==> config.mk <==
export PLATFORM = sky130hd
export DESIGN_NAME = load_store_unit
export DESIGN_NICKNAME = d
export VERILOG_FILES = /design/src/rtl/load_store_unit_pkg.sv /design/src/rtl/load_store_unit_mem_align.sv /design/src/rtl/load_store_unit.sv
export SDC_FILE = /design/constraint.sdc
export NUM_CORES = 1
export LEC_CHECK = 0
export CORE_ASPECT_RATIO = 1.5
export CORE_MARGIN = 5
export CORE_UTILIZATION = 25
export DETAILED_ROUTE_END_ITERATION = 12
export GPL_TIMING_DRIVEN = 0
export PLACE_DENSITY = 0.55
export SYNTH_ARGS = -nofsm -noshare
export SYNTH_HDL_FRONTEND = slang
export SYNTH_SLANG_ARGS = --single-unit
==> constraint.sdc <==
create_clock -name clk_in -period 3.6 [get_ports clk_in]
set_input_delay 0.36 -clock clk_in [delete_from_list [all_inputs] [get_ports clk_in]]
set_output_delay 0.36 -clock clk_in [all_outputs]
set_load 0.05 [all_outputs]
==> src/rtl/load_store_unit_pkg.sv <==
// Shared types for the load/store path: instruction classes, memory functions,
// LSU states and fault codes.
package load_store_unit_pkg;

  typedef enum logic [2:0] {
    ALU    = 3'd0,
    LOAD   = 3'd1,
    STORE  = 3'd2,
    BRANCH = 3'd3,
    JUMP   = 3'd4,
    SYSTEM = 3'd5
  } IType;

  typedef enum logic [2:0] {
    LB  = 3'd0,
    LH  = 3'd1,
    LW  = 3'd2,
    LBU = 3'd3,
    LHU = 3'd4,
    SB  = 3'd5,
    SH  = 3'd6,
    SW  = 3'd7
  } MemFunc;

  typedef enum logic [1:0] {
    IDLE  = 2'd0,
    ISSUE = 2'd1,
    WAIT  = 2'd2,
    RESP  = 2'd3
  } LsuState;

  localparam logic [1:0] FAULT_OK       = 2'b00;
  localparam logic [1:0] FAULT_MISALIGN = 2'b01;
  localparam logic [1:0] FAULT_TIMEOUT  = 2'b10;

  // Access size code: 0 = byte, 1 = halfword, 2 = word.
  function automatic logic [1:0] accessSize(input MemFunc f);
    case (f)
      LB, LBU, SB: accessSize = 2'd0;
      LH, LHU, SH: accessSize = 2'd1;
      default:     accessSize = 2'd2;
    endcase
  endfunction

endpackage

==> src/rtl/load_store_unit_mem_align.sv <==
// Combinational lane steering: byte enables, store-data shift, misalignment
// detection and load-result extraction/extension.
module mem_align
  import load_store_unit_pkg::*;
(
  input  MemFunc      i_func,
  input  logic [1:0]  i_addrLo,
  input  logic [31:0] i_wdata,
  input  logic [31:0] i_rdata,
  output logic [3:0]  o_be,
  output logic [31:0] o_wdata,
  output logic [31:0] o_rdata,
  output logic        o_misaligned
);

  logic [1:0]  w_size;
  logic [4:0]  w_shamt;
  logic [31:0] w_shifted;

  assign w_size    = accessSize(i_func);
  assign w_shamt   = {i_addrLo, 3'b000};
  assign w_shifted = i_rdata >> w_shamt;
  assign o_wdata   = i_wdata << w_shamt;

  always_comb begin
    o_be         = 4'b0000;
    o_misaligned = 1'b0;
    case (w_size)
      2'd0: o_be = 4'b0001 << i_addrLo;
      2'd1: begin
        o_be         = 4'b0011 << i_addrLo;
        o_misaligned = i_addrLo[0];
      end
      default: begin
        o_be         = 4'b1111;
        o_misaligned = |i_addrLo;
      end
    endcase
  end

  // Read data arrives as a full word; pull the addressed lanes down to bit 0.
  always_comb begin
    o_rdata = w_shifted;
    case (i_func)
      LB:      o_rdata = {{24{w_shifted[7]}}, w_shifted[7:0]};
      LH:      o_rdata = {{16{w_shifted[15]}}, w_shifted[15:0]};
      LBU:     o_rdata = {24'b0, w_shifted[7:0]};
      LHU:     o_rdata = {16'b0, w_shifted[15:0]};
      default: o_rdata = w_shifted;
    endcase
  end

endmodule

==> src/rtl/load_store_unit.sv <==
// Load/store unit: accepts one memory op at a time, issues a single-cycle
// memory strobe, waits (with timeout) for completion and returns one response.
module load_store_unit
  import load_store_unit_pkg::*;
#(
  parameter int TIMEOUT_CYCLES = 16
) (
  input  logic        clk_in,
  input  logic        rst_in,
  input  logic        req_valid_in,
  output logic        req_ready_out,
  input  IType        iType_in,
  input  MemFunc      memFunc_in,
  input  logic [31:0] addr_in,
  input  logic [31:0] data_in,
  output logic        resp_valid_out,
  output logic [31:0] resp_data_out,
  output logic [1:0]  resp_fault_out,
  output logic        mem_req_out,
  output logic        mem_we_out,
  output logic [31:0] mem_addr_out,
  output logic [3:0]  mem_be_out,
  output logic [31:0] mem_wdata_out,
  input  logic        mem_rvalid_in,
  input  logic [31:0] mem_rdata_in
);

  localparam int CW = $clog2(TIMEOUT_CYCLES + 1);
  localparam logic [CW-1:0] LAST_WAIT = CW'(TIMEOUT_CYCLES - 1);

  LsuState       r_state;
  IType          r_iType;
  MemFunc        r_func;
  logic [1:0]    r_addrLo;
  logic [CW-1:0] r_waitCnt;
  logic          r_ready;
  logic          r_respValid;
  logic [31:0]   r_respData;
  logic [1:0]    r_respFault;
  logic          r_memReq;
  logic          r_memWe;
  logic [31:0]   r_memAddr;
  logic [3:0]    r_memBe;
  logic [31:0]   r_memWdata;

  MemFunc      w_alFunc;
  logic [1:0]  w_alAddrLo;
  logic [3:0]  w_be;
  logic [31:0] w_wdata;
  logic [31:0] w_loadData;
  logic        w_misaligned;
  logic        w_accept;
  logic        w_isMem;

  // The aligner sees the live request while idle and the latched one afterwards.
  assign w_alFunc   = (r_state == IDLE) ? memFunc_in   : r_func;
  assign w_alAddrLo = (r_state == IDLE) ? addr_in[1:0] : r_addrLo;
  assign w_accept   = req_valid_in && r_ready;
  assign w_isMem    = (iType_in == LOAD) || (iType_in == STORE);

  mem_align u_memAlign (
    .i_func       (w_alFunc),
    .i_addrLo     (w_alAddrLo),
    .i_wdata      (data_in),
    .i_rdata      (mem_rdata_in),
    .o_be         (w_be),
    .o_wdata      (w_wdata),
    .o_rdata      (w_loadData),
    .o_misaligned (w_misaligned)
  );

  always_ff @(posedge clk_in) begin
    if (rst_in) begin
      r_state     <= IDLE;
      r_iType     <= ALU;
      r_func      <= LB;
      r_addrLo    <= 2'b00;
      r_waitCnt   <= '0;
      r_ready     <= 1'b0;
      r_respValid <= 1'b0;
      r_respData  <= '0;
      r_respFault <= FAULT_OK;
      r_memReq    <= 1'b0;
      r_memWe     <= 1'b0;
      r_memAddr   <= '0;
      r_memBe     <= '0;
      r_memWdata  <= '0;
    end else begin
      r_memReq    <= 1'b0;
      r_respValid <= 1'b0;
      r_ready     <= 1'b0;
      case (r_state)
        IDLE: begin
          if (w_accept) begin
            r_iType   <= iType_in;
            r_func    <= memFunc_in;
            r_addrLo  <= addr_in[1:0];
            r_waitCnt <= '0;
            if (!w_isMem || w_misaligned) begin
              r_state     <= RESP;
              r_respValid <= 1'b1;
              r_respData  <= '0;
              r_respFault <= w_isMem ? FAULT_MISALIGN : FAULT_OK;
            end else begin
              r_state    <= ISSUE;
              r_memReq   <= 1'b1;
              r_memWe    <= (iType_in == STORE);
              r_memAddr  <= {addr_in[31:2], 2'b00};
              r_memBe    <= w_be;
              r_memWdata <= w_wdata;
            end
          end else begin
            r_ready <= 1'b1;
          end
        end
        ISSUE: r_state <= WAIT;
        WAIT: begin
          // A completion on the final counted cycle still wins over the timeout.
          if (mem_rvalid_in) begin
            r_state     <= RESP;
            r_respValid <= 1'b1;
            r_respData  <= (r_iType == LOAD) ? w_loadData : '0;
            r_respFault <= FAULT_OK;
          end else if (r_waitCnt == LAST_WAIT) begin
            r_state     <= RESP;
            r_respValid <= 1'b1;
            r_respData  <= '0;
            r_respFault <= FAULT_TIMEOUT;
          end else begin
            r_waitCnt <= r_waitCnt + CW'(1);
          end
        end
        RESP: begin
          r_state <= IDLE;
          r_ready <= 1'b1;
        end
        default: r_state <= IDLE;
      endcase
    end
  end

  assign req_ready_out  = r_ready;
  assign resp_valid_out = r_respValid;
  assign resp_data_out  = r_respData;
  assign resp_fault_out = r_respFault;
  assign mem_req_out    = r_memReq;
  assign mem_we_out     = r_memWe;
  assign mem_addr_out   = r_memAddr;
  assign mem_be_out     = r_memBe;
  assign mem_wdata_out  = r_memWdata;

endmodule

Word level (Yosys, flattened, before mapping)

Index checks and enable logic that the tools add are counted.

Register bits: 119
Latch bits: 0
Memory bits (writable): 0
Memory bits (read-only): 0
Input bits: 106
Output and inout port bits: 106
Word-level logic and storage cells: 92
Memories kept: 0

Add/sub/neg operators: 1
$mul: 0
Divide/modulo/power cells: 0
$lt $le $gt $ge: 0
Equality and inequality tests: 18
Shift operators: 4
Mux-type cells: 35
Bitwise gates (word level): 3
Reductions and logical operators: 17

Operators by type and width:

| cell                  | count |
|---|---|
| $mux W32              | 5 |
| $pmux W32 S4          | 1 |
| $pmux W32 S2          | 1 |
| $shl A32 B5 Y32       | 1 |
| $shr A32 B5 Y32       | 1 |
| $mux W2               | 9 |
| $mux W5               | 3 |
| $pmux W5 S2           | 1 |
| $eq A3 B1 Y1 const B  | 3 |
| $eq A3 B3 Y1 const B  | 3 |
| $reduce_or A3 Y1      | 3 |
| $pmux W2 S2           | 2 |
| $pmux W2 S4           | 1 |
| $pmux W4 S2           | 1 |
| $reduce_and A4 Y1     | 2 |
| $mux W1               | 7 |
| $eq A3 B2 Y1 const B  | 2 |
| $ne A2 B2 Y1 const B  | 3 |
| $pmux W1 S2           | 3 |
| $add A5 B1 Y5 const B | 1 |
| $eq A5 B4 Y1 const B  | 1 |
| $eq A2 B1 Y1 const B  | 2 |
| $eq A2 B2 Y1 const B  | 2 |
| $logic_not A2 Y1      | 2 |
| other kinds (14)      | 18 |

Longest topological paths before layout

Gate-level depths: netlist of the first run.

Word-level depth: 11
Gate-level depth with buffers: 12
Mapped depth without buffers: 9

By module

Synthesis of the first run repeated with hierarchy kept, for this count alone.

Cells, all modules: 760
Area, all modules: 6025.8 µm²

Modules (own cells, without submodules):

| module          | times used | cells an instance | area an instance (µm²) | seq. area each (µm²) |
|---|---|---|---|---|
| load_store_unit | 1          | 547               | 4626.9                 | 2382.3 |
| mem_align       | 1          | 213               | 1398.8                 | 0.0 |

Worst setup path before layout of the first run

Ideal clock, no wire load.

Kind: reg-to-reg
Start point: register r_state[0]
End point: register r_respData[19], in the netlist resp_data_out[19]
Setup time: 116 ps
Arrival time: 2219 ps
Required time: 3484 ps
Slack: 1266 ps
Stages on the path, launching flop included: 12
Path buffers: 3
Period minus slack after synthesis: 2334 ps
Cells stage by stage: dfxtp_1 -> inv_1 -> ha_1 -> buf_6 -> mux2_4 -> buf_6 -> mux2i_4 -> o32ai_4 -> a311oi_2 -> nor3_4 -> buf_6 -> a31o_1

Longest elaborated chain between the ends: 10
Elaborated cells between the ends (all ways): 28
Those cells by class: eq/ne: 10; shift: 1; mux: 8; reduce/logical: 9

RTL lines:

| item                                             | line                                                                | RTL |
|---|---|---|
| start: declaration                               | load_store_unit.sv:31                                               | `LsuState r_state;` |
| start signal: assignment                         | load_store_unit.sv:74                                               | `r_state <= IDLE;` |
| start signal: assignment                         | load_store_unit.sv:100                                              | `r_state <= RESP;` |
| start signal: assignment                         | load_store_unit.sv:105                                              | `r_state <= ISSUE;` |
| $logic_not A2 Y1                                 | load_store_unit.sv:56, load_store_unit.sv:57, load_store_unit.sv:92 |  |
| $mux W3                                          | load_store_unit.sv:56                                               | `assign w_alFunc = (r_state == IDLE) ? memFunc_in : r_func;` |
| $eq A3 B3 Y1 (tied with other cells)             | load_store_unit_pkg.sv:38                                           | `case (f)` |
| $reduce_or A3 Y1                                 | load_store_unit_pkg.sv:38                                           |  |
| $pmux W2 S2                                      | load_store_unit_pkg.sv:38                                           |  |
| $eq A2 B1 Y1 or $logic_not A2 Y1 (tied branches) | load_store_unit_mem_align.sv:28                                     | `case (w_size)` |
| $pmux W1 S2                                      | load_store_unit_mem_align.sv:28                                     |  |
| $logic_or A1 B1 Y1                               | load_store_unit.sv:99                                               | `if (!w_isMem \|\| w_misaligned) begin` |
| $ne A2 B1 Y1 (no source line)                    | -                                                                   |  |
| $reduce_and A4 Y1 (no source line)               | -                                                                   |  |
| end signal: assignment                           | load_store_unit.sv:122                                              | `r_respData <= (r_iType == LOAD) ? w_loadData : '0;` |
| end: declaration                                 | load_store_unit.sv:38                                               | `logic [31:0] r_respData;` |

Several ways; a longest one is shown, not always the timed one.
A chain may end at the register's enable or synchronous reset.

Worst setup path after layout of the first run

Start point: register r_state[0]
End point: register r_respData[20], in the netlist resp_data_out[20]

The elaborated chain is that of the path after synthesis.

==> flow_summary.json, run 1 <==
{
  "grt_pass1_vias": 6384,
  "clkPwrFrac_pct": 30.0,
  "vias": 6316,
  "cts_tree": "built",
  "hpwl_um": 19300,
  "setup_violations": 0,
  "start_util_pct": 25.2,
  "synth_edf_count": 0,
  "place_congestion": 0.871,
  "p_total_mw": 5.90,
  "fin_ws_ps": 614,
  "crit_top_cell": "buf_6",
  "overflow": 0,
  "rr_endpoint": "resp_data_out[20]",
  "synth_top_cell_by_area": "dfxtp_1",
  "track_usage_pct": 18.2,
  "totalWireLength_um": 24900,
  "async_reset_ff_share_pct": 0,
  "drc_errors": 0,
  "drv_cap": 0,
  "fp.dieW_um": 136,
  "crit_slowest_cell": "o21ai_1",
  "slew_viol_final": 0,
  "first_pass_iters": 5,
  "min_path_type": "reg2reg",
  "port_buffers": 209,
  "cts_resized": 0,
  "r2r_slack_ps": 610,
  "syn_avg_cell_area_um2": 7.95,
  "ctsRootBufferMaster": "clkbuf_16",
  "ant_nets": 0,
  "grt.busiest_layer": "met2",
  "max-slew-margin-rel_pct": 46.8,
  "cts_setup_buffers": 0,
  "yosys_warnings": 0,
  "p_int_mw": 3.37,
  "drive_above_1_share_pct": 9.20,
  "fin_nets": 1087,
  "diodes": 0,
  "hp-start": "mem_wdata_out[12]",
  "synth_seq_cells": 119,
  "grt_max_degree": 17,
  "crit_type": "reg2reg",
  "outcome": "finished clean",
  "drtIter0Drc": 332,
  "synth.cell_area_mm2": 0.00594,
  "wl_per_cell_um": 19.0,
  "worstMarginPinSlew_ps": 793,
  "regArea_mm2": 0.00238,
  "r2r_cells": 11,
  "ir_worst_vdd_mv": 0.375,
  "crit_family": "compound AO/OA/AOI/OAI gates",
  "io_pins": 212,
  "p_comb_share_pct": 45.9,
  "ys.flop_type": "dfxtp_1",
  "finalCriticalPeriod_ps": 2990,
  "holdPathEnd": "mem_wdata_out[12]",
  "sw_frac_of_total_pct": 42.8,
  "skew_ps": 11.2,
  "htreeDepth": 4,
  "via_per_inst": 4.83,
  "seq_area_frac_synth_pct": 40.1,
  "die_area_mm2": 0.0270,
  "antenna_found_initial": 0,
  "synthCells": 747,
  "design.core.area_mm2": 0.0236,
  "r2r_start": "r_state[0]",
  "worstSetupStartpointType": "register",
  "hold_viol_final": 0,
  "clk_pin_slew_ps": 60,
  "cp.required_ps": 3960,
  "use_met2_pct": 33.6,
  "holdPathStages": 2,
  "path_buf_inv": 5,
  "yosys-top-cells-area": "dfxtp_1 40%, nand2_1 12%, a21oi_1 9.9%",
  "ys_types": 62,
  "final_cell_mix": "209 x clkdlybuf4s50_1, 197 x nand2_1, 119 x dfxtp_1, 118 x a21oi_1, 33 x nor2_1",
  "place_ws_ps": 580,
  "use_met3_pct": 4.98,
  "fillers": 2473,
  "p_leak_nw": 3.27,
  "rows": 69,
  "power_density_mw_per_mm2": 652,
  "clk_latency_ps": 420,
  "synth_top_area_share_pct": 40.1,
  "final.setup.tns_ps": 0,
  "cp.arrival_ps": 3350,
  "endpoint_kind": "register",
  "cp_max_fo": 10,
  "hold_buffers": 0,
  "critPathMaxStageDelay_ps": 630,
  "pwr-share-seq_pct": 24.1,
  "cts_sinks": 119,
  "switchingPower_mw": 2.53,
  "rsz0062_at_grt": "false",
  "grt_pass1_wl_um": 37200,
  "area_delta_synth_final_pct": 52.2,
  "timing.fmax_mhz": 335,
  "path_cells": "inv_1, ha_1, buf_6, buf_8, buf_6, o21ai_1, o2bb2ai_1, a311oi_2, nor3_4, buf_6, a31o_1",
  "grt_util_met1_pct": 20.1,
  "hold_slack_ps": 450,
  "multi_input_area_mm2": 0.00323,
  "final_common_cell": "clkdlybuf4s50_1",
  "period_share_pct": 82.9,
  "cts_buffers": 17,
  "clk_path_buf_depth": 2,
  "die_y_um": 199
}
## layer usage
layer / routed length [µm] / vias to the layer above
met5: 0 / -
met3: 1960 / 34
met1: 9540 / 2981
met2: 12900 / 249
met4: 488 / 0
li1: - / 3052
## synthesized netlist by cell type, types with 3 or more instances
cell type,number
nand2_1,197
dfxtp_1,119
a21oi_1,118
nor2_1,33
nand3_1,32
clkbuf_1,30
nand2b_1,27
mux2i_1,25
o21ai_0,25
a31o_1,11
buf_4,11
buf_2,10
a211oi_2,8
o2bb2ai_1,8
or3_1,8
a41o_1,7
a211oi_1,5
a31o_2,5
buf_6,5
ha_1,5
mux2_2,4
inv_1,3
mux2i_2,3
## final cells by class
type / instances / share of cell area, %
well taps: 319 / 4.41
clock buffers: 19 / 4.79
clock inverters: 13 / 1.92
multi-input cells: 568 / 35.7
plain buffers: 58 / 3.54
repair buffers: 209 / 23.1
flip-flops and latches: 119 / 26.3
inverters: 3 / 0.125
## power by group through the flow
stage          Clock, mW  Combinational, mW  Sequential (mW)
3_5_place_dp           0               2.70             1.45
4_1_cts             1.80               2.70             1.43
5_1_grt             1.87               2.89             1.43
3_3_place_gp           0               2.70             1.45
6_report            1.77               2.71             1.42
2_1_floorplan          0               1.68             1.57
## metrics by stage
step	util (%)	cells	area, µm²
finish	38.4	1308	9040
global placement	35.8	1276	8440
detailed placement	35.8	1276	8440
floorplan	-	748	5940
CTS	38.4	1308	9040
global route	38.4	1308	9040
## worst reg2reg max path: stages, from the launching register on
cell	delay, ps
dfxtp_1	330
inv_1	70
ha_1	220
buf_6	150
buf_8	150
buf_6	140
o21ai_1	630
o2bb2ai_1	270
a311oi_2	180
nor3_4	440
buf_6	210
a31o_1	140
## state kept, by name (all words and copies together) (netlist names)
signal,flops
mem_wdata_out,32
resp_data_out,32
mem_addr_out,30
r_waitCnt,5
mem_be_out,4
r_func,3
r_iType,3
r_addrLo,2
r_state,2
resp_fault_out,2
mem_req_out,1
mem_we_out,1
req_ready_out,1
resp_valid_out,1
## logic make-up (layout without fill, tap and decap cells)
group	Yosys count	in the layout	synth area share [%]
XOR/XNOR	4	4	0.590
adder cells (fa/ha/maj)	5	5	1.05
AND/OR/NAND/NOR	316	316	23.5
multiplexers	34	34	6.30
other	1	2	0.0631
buffers and inverters	61	302	5.58
AO/OA/AOI/OAI	207	207	22.8
flip-flops	119	119	40.1
## worst max-delay path by stage
stage,start,endpoint,cells after the start
finish,r_state[0],resp_data_out[20],11
global route,r_state[0],resp_data_out[20],11
CTS,r_state[0],resp_data_out[20],11
detailed placement,addr_in[0],resp_data_out[20],8
global placement,addr_in[0],resp_data_out[20],8
floorplan,r_state[0],resp_data_out[19],11
Power figures use the tool's default switching activity.
==> run 2: changes to the inputs <==
--- a/config.mk
+++ b/config.mk
@@ -10,7 +10,7 @@
 export CORE_UTILIZATION = 25
 export DETAILED_ROUTE_END_ITERATION = 12
 export GPL_TIMING_DRIVEN = 0
-export PLACE_DENSITY = 0.55
+export PLACE_DENSITY = 0.56
 export SYNTH_ARGS = -nofsm -noshare
 export SYNTH_HDL_FRONTEND = slang
 export SYNTH_SLANG_ARGS = --single-unit
==> constraint.sdc (replaced) <==
create_clock -name clk_in -period 2.5 [get_ports clk_in]
set_input_delay 0.25 -clock clk_in [delete_from_list [all_inputs] [get_ports clk_in]]
set_output_delay 0.25 -clock clk_in [all_outputs]
set_load 0.05 [all_outputs]
==> run 2 against run 1 <==
Sequential power increased by 45%. Maximum frequency increased by 24%. Critical endpoint is now resp_data_out[9]. Utilization increased by 2.1 points. Final cell count increased by 1.5%. Via count increased by 1.5%. Highest routed layer unchanged.
==> flow_summary.json, run 2 (synthesis results as in run 1) <==
{
  "htreeDepth": 4,
  "clk_path_buf_depth": 2,
  "cp_num_cells": 12,
  "clkPwrFrac_pct": 27.6,
  "vias": 6411,
  "worstMarginPinSlew_ps": 665,
  "cts_sinks": 119,
  "p_leak_nw": 3.47,
  "slew_viol_final": 0,
  "period_share_pct": 96.6,
  "drc_errors": 0,
  "finalCriticalPeriod_ps": 2420,
  "cts_buffers": 17,
  "switchingPower_mw": 3.93,
  "drtIter0Drc": 327,
  "endpoint_kind": "register",
  "diodes": 0,
  "hold_viol_final": 0,
  "crit_slowest_cell": "mux2_4",
  "skew_ps": 13.2,
  "ir_worst_vdd_mv": 0.568,
  "final_common_cell": "clkdlybuf4s50_1",
  "holdPathEnd": "mem_addr_out[29]",
  "totalWireLength_um": 25100,
  "die_area_mm2": 0.0270,
  "fin_nets": 1107,
  "timing.fmax_mhz": 414,
  "stdcell_area_mm2": 0.00955,
  "max-slew-margin-rel_pct": 55.5,
  "overflow": 0,
  "grt_pass1_vias": 6480,
  "clk_pin_slew_ps": 60,
  "ctsRootBufferMaster": "clkbuf_16",
  "die_y_um": 199,
  "drive_above_1_share_pct": 14.3,
  "min_path_type": "in2reg",
  "holdPathStages": 3,
  "pwr-share-seq_pct": 22.1,
  "via_per_inst": 4.83,
  "fp.dieW_um": 136,
  "wl_per_cell_um": 18.9,
  "postPlaceCellArea_mm2": 0.00844,
  "grt_pass1_wl_um": 37100,
  "power_density_mw_per_mm2": 975,
  "place_congestion": 0.885,
  "crit_type": "reg2reg",
  "cts_tree": "built",
  "outcome": "finished clean",
  "design.core.area_mm2": 0.0236,
  "crit_top_cell": "buf_6",
  "worstSetupStartpointType": "register",
  "area_delta_synth_final_pct": 60.7,
  "hpwl_um": 19300,
  "r2r_start": "r_state[0]",
  "cp_max_fo": 8,
  "cp.arrival_ps": 2770,
  "setup_violations": 0,
  "io_pins": 212,
  "grt_max_degree": 17,
  "port_buffers": 209,
  "p_comb_share_pct": 50.3,
  "rr_endpoint": "resp_data_out[9]",
  "r2r_cells": 12,
  "p_int_mw": 5.37,
  "ant_nets": 0,
  "rsz0062_at_grt": "true",
  "fillers": 2448,
  "critPathMaxStageDelay_ps": 340,
  "path_buf_inv": 5,
  "crit_family": "compound AO/OA/AOI/OAI gates",
  "rows": 69,
  "hp-start": "addr_in[29]",
  "final_cell_mix": "209 x clkdlybuf4s50_1, 197 x nand2_1, 117 x dfxtp_1, 115 x a21oi_1, 31 x nand3_1",
  "r2r_slack_ps": 80,
  "antenna_found_initial": 0,
  "path_cells": "inv_2, ha_4, buf_12, mux2_4, a21oi_4, o22ai_4, buf_6, o211ai_4, buf_8, buf_6, nand3_4, o2bb2ai_2",
  "sw_frac_of_total_pct": 42.3,
  "start_util_pct": 25.2,
  "cp.required_ps": 2850,
  "clk_latency_ps": 430,
  "first_pass_iters": 6,
  "final.setup.tns_ps": 0,
  "drv_cap": 0,
  "regArea_mm2": 0.00238,
  "track_usage_pct": 18.1,
  "multi_input_area_mm2": 0.00347
}
run 2: per-stage QoR:
step | total power, mW | setup WS [ps] | instances | hold slack [ps] | util (%)
floorplan | 4.69 | 166 | 748 | 386 | -
global placement | 5.96 | -439 | 1276 | 440 | 35.8
detailed placement | 5.96 | -449 | 1276 | 445 | 35.8
CTS | 9.18 | -5.00 | 1325 | 356 | 40.1
global route | 9.76 | -34.5 | 1328 | 373 | 40.5
finish | 9.31 | 84.5 | 1328 | 370 | 40.5
run 2: tightest hold or removal path: stages:
cell,delay [ps]
clkdlybuf4s50_1,390
nand2_1,50
a21oi_1,50
run 2: layer usage:
metal	track usage, %	wire length, µm	share of wire (%)
met1	19.2	9290	37
met4	6.65	697	2.8
met2	33.8	13000	52
met3	5.21	2060	8.2
met5	0	0	0
run 2: cell type report:
type | count | share of cell area [%]
plain buffers | 56 | 3.76
clock buffers | 19 | 4.64
clock inverters | 13 | 1.78
inverters | 3 | 0.118
multi-input cells | 568 | 36.3
flip-flops and latches | 119 | 25.0
well taps | 319 | 4.18
repair buffers | 231 | 24.2
run 2: power groups by stage:
stage / sequential (mW) / combinational (mW) / clock, mW
6_report: 2.06 / 4.68 / 2.57
5_1_grt: 2.07 / 4.99 / 2.71
4_1_cts: 2.06 / 4.50 / 2.62
3_5_place_dp: 2.09 / 3.86 / 0
3_3_place_gp: 2.09 / 3.87 / 0
2_1_floorplan: 2.27 / 2.42 / 0
run 2: worst max-delay path by stage:
stage	to	startpoint	slack [ps]
after floorplan	resp_data_out[19]	r_state[0]	170
after global placement	resp_data_out[24]	r_state[0]	-440
after detailed placement	resp_data_out[24]	r_state[0]	-450
after CTS	resp_data_out[11]	r_state[0]	-5
after global routing	resp_data_out[9]	r_state[0]	-30
final	resp_data_out[9]	r_state[0]	80
run 2: what timing repair did:
action / CTS / global route
cloned: 1 / 0
setup endpoints to repair: 98 / 92
resized for setup: 53 / 19
setup buffers: 16 / 5
pin swaps: 14 / 10
hold buffers: 0 / 0
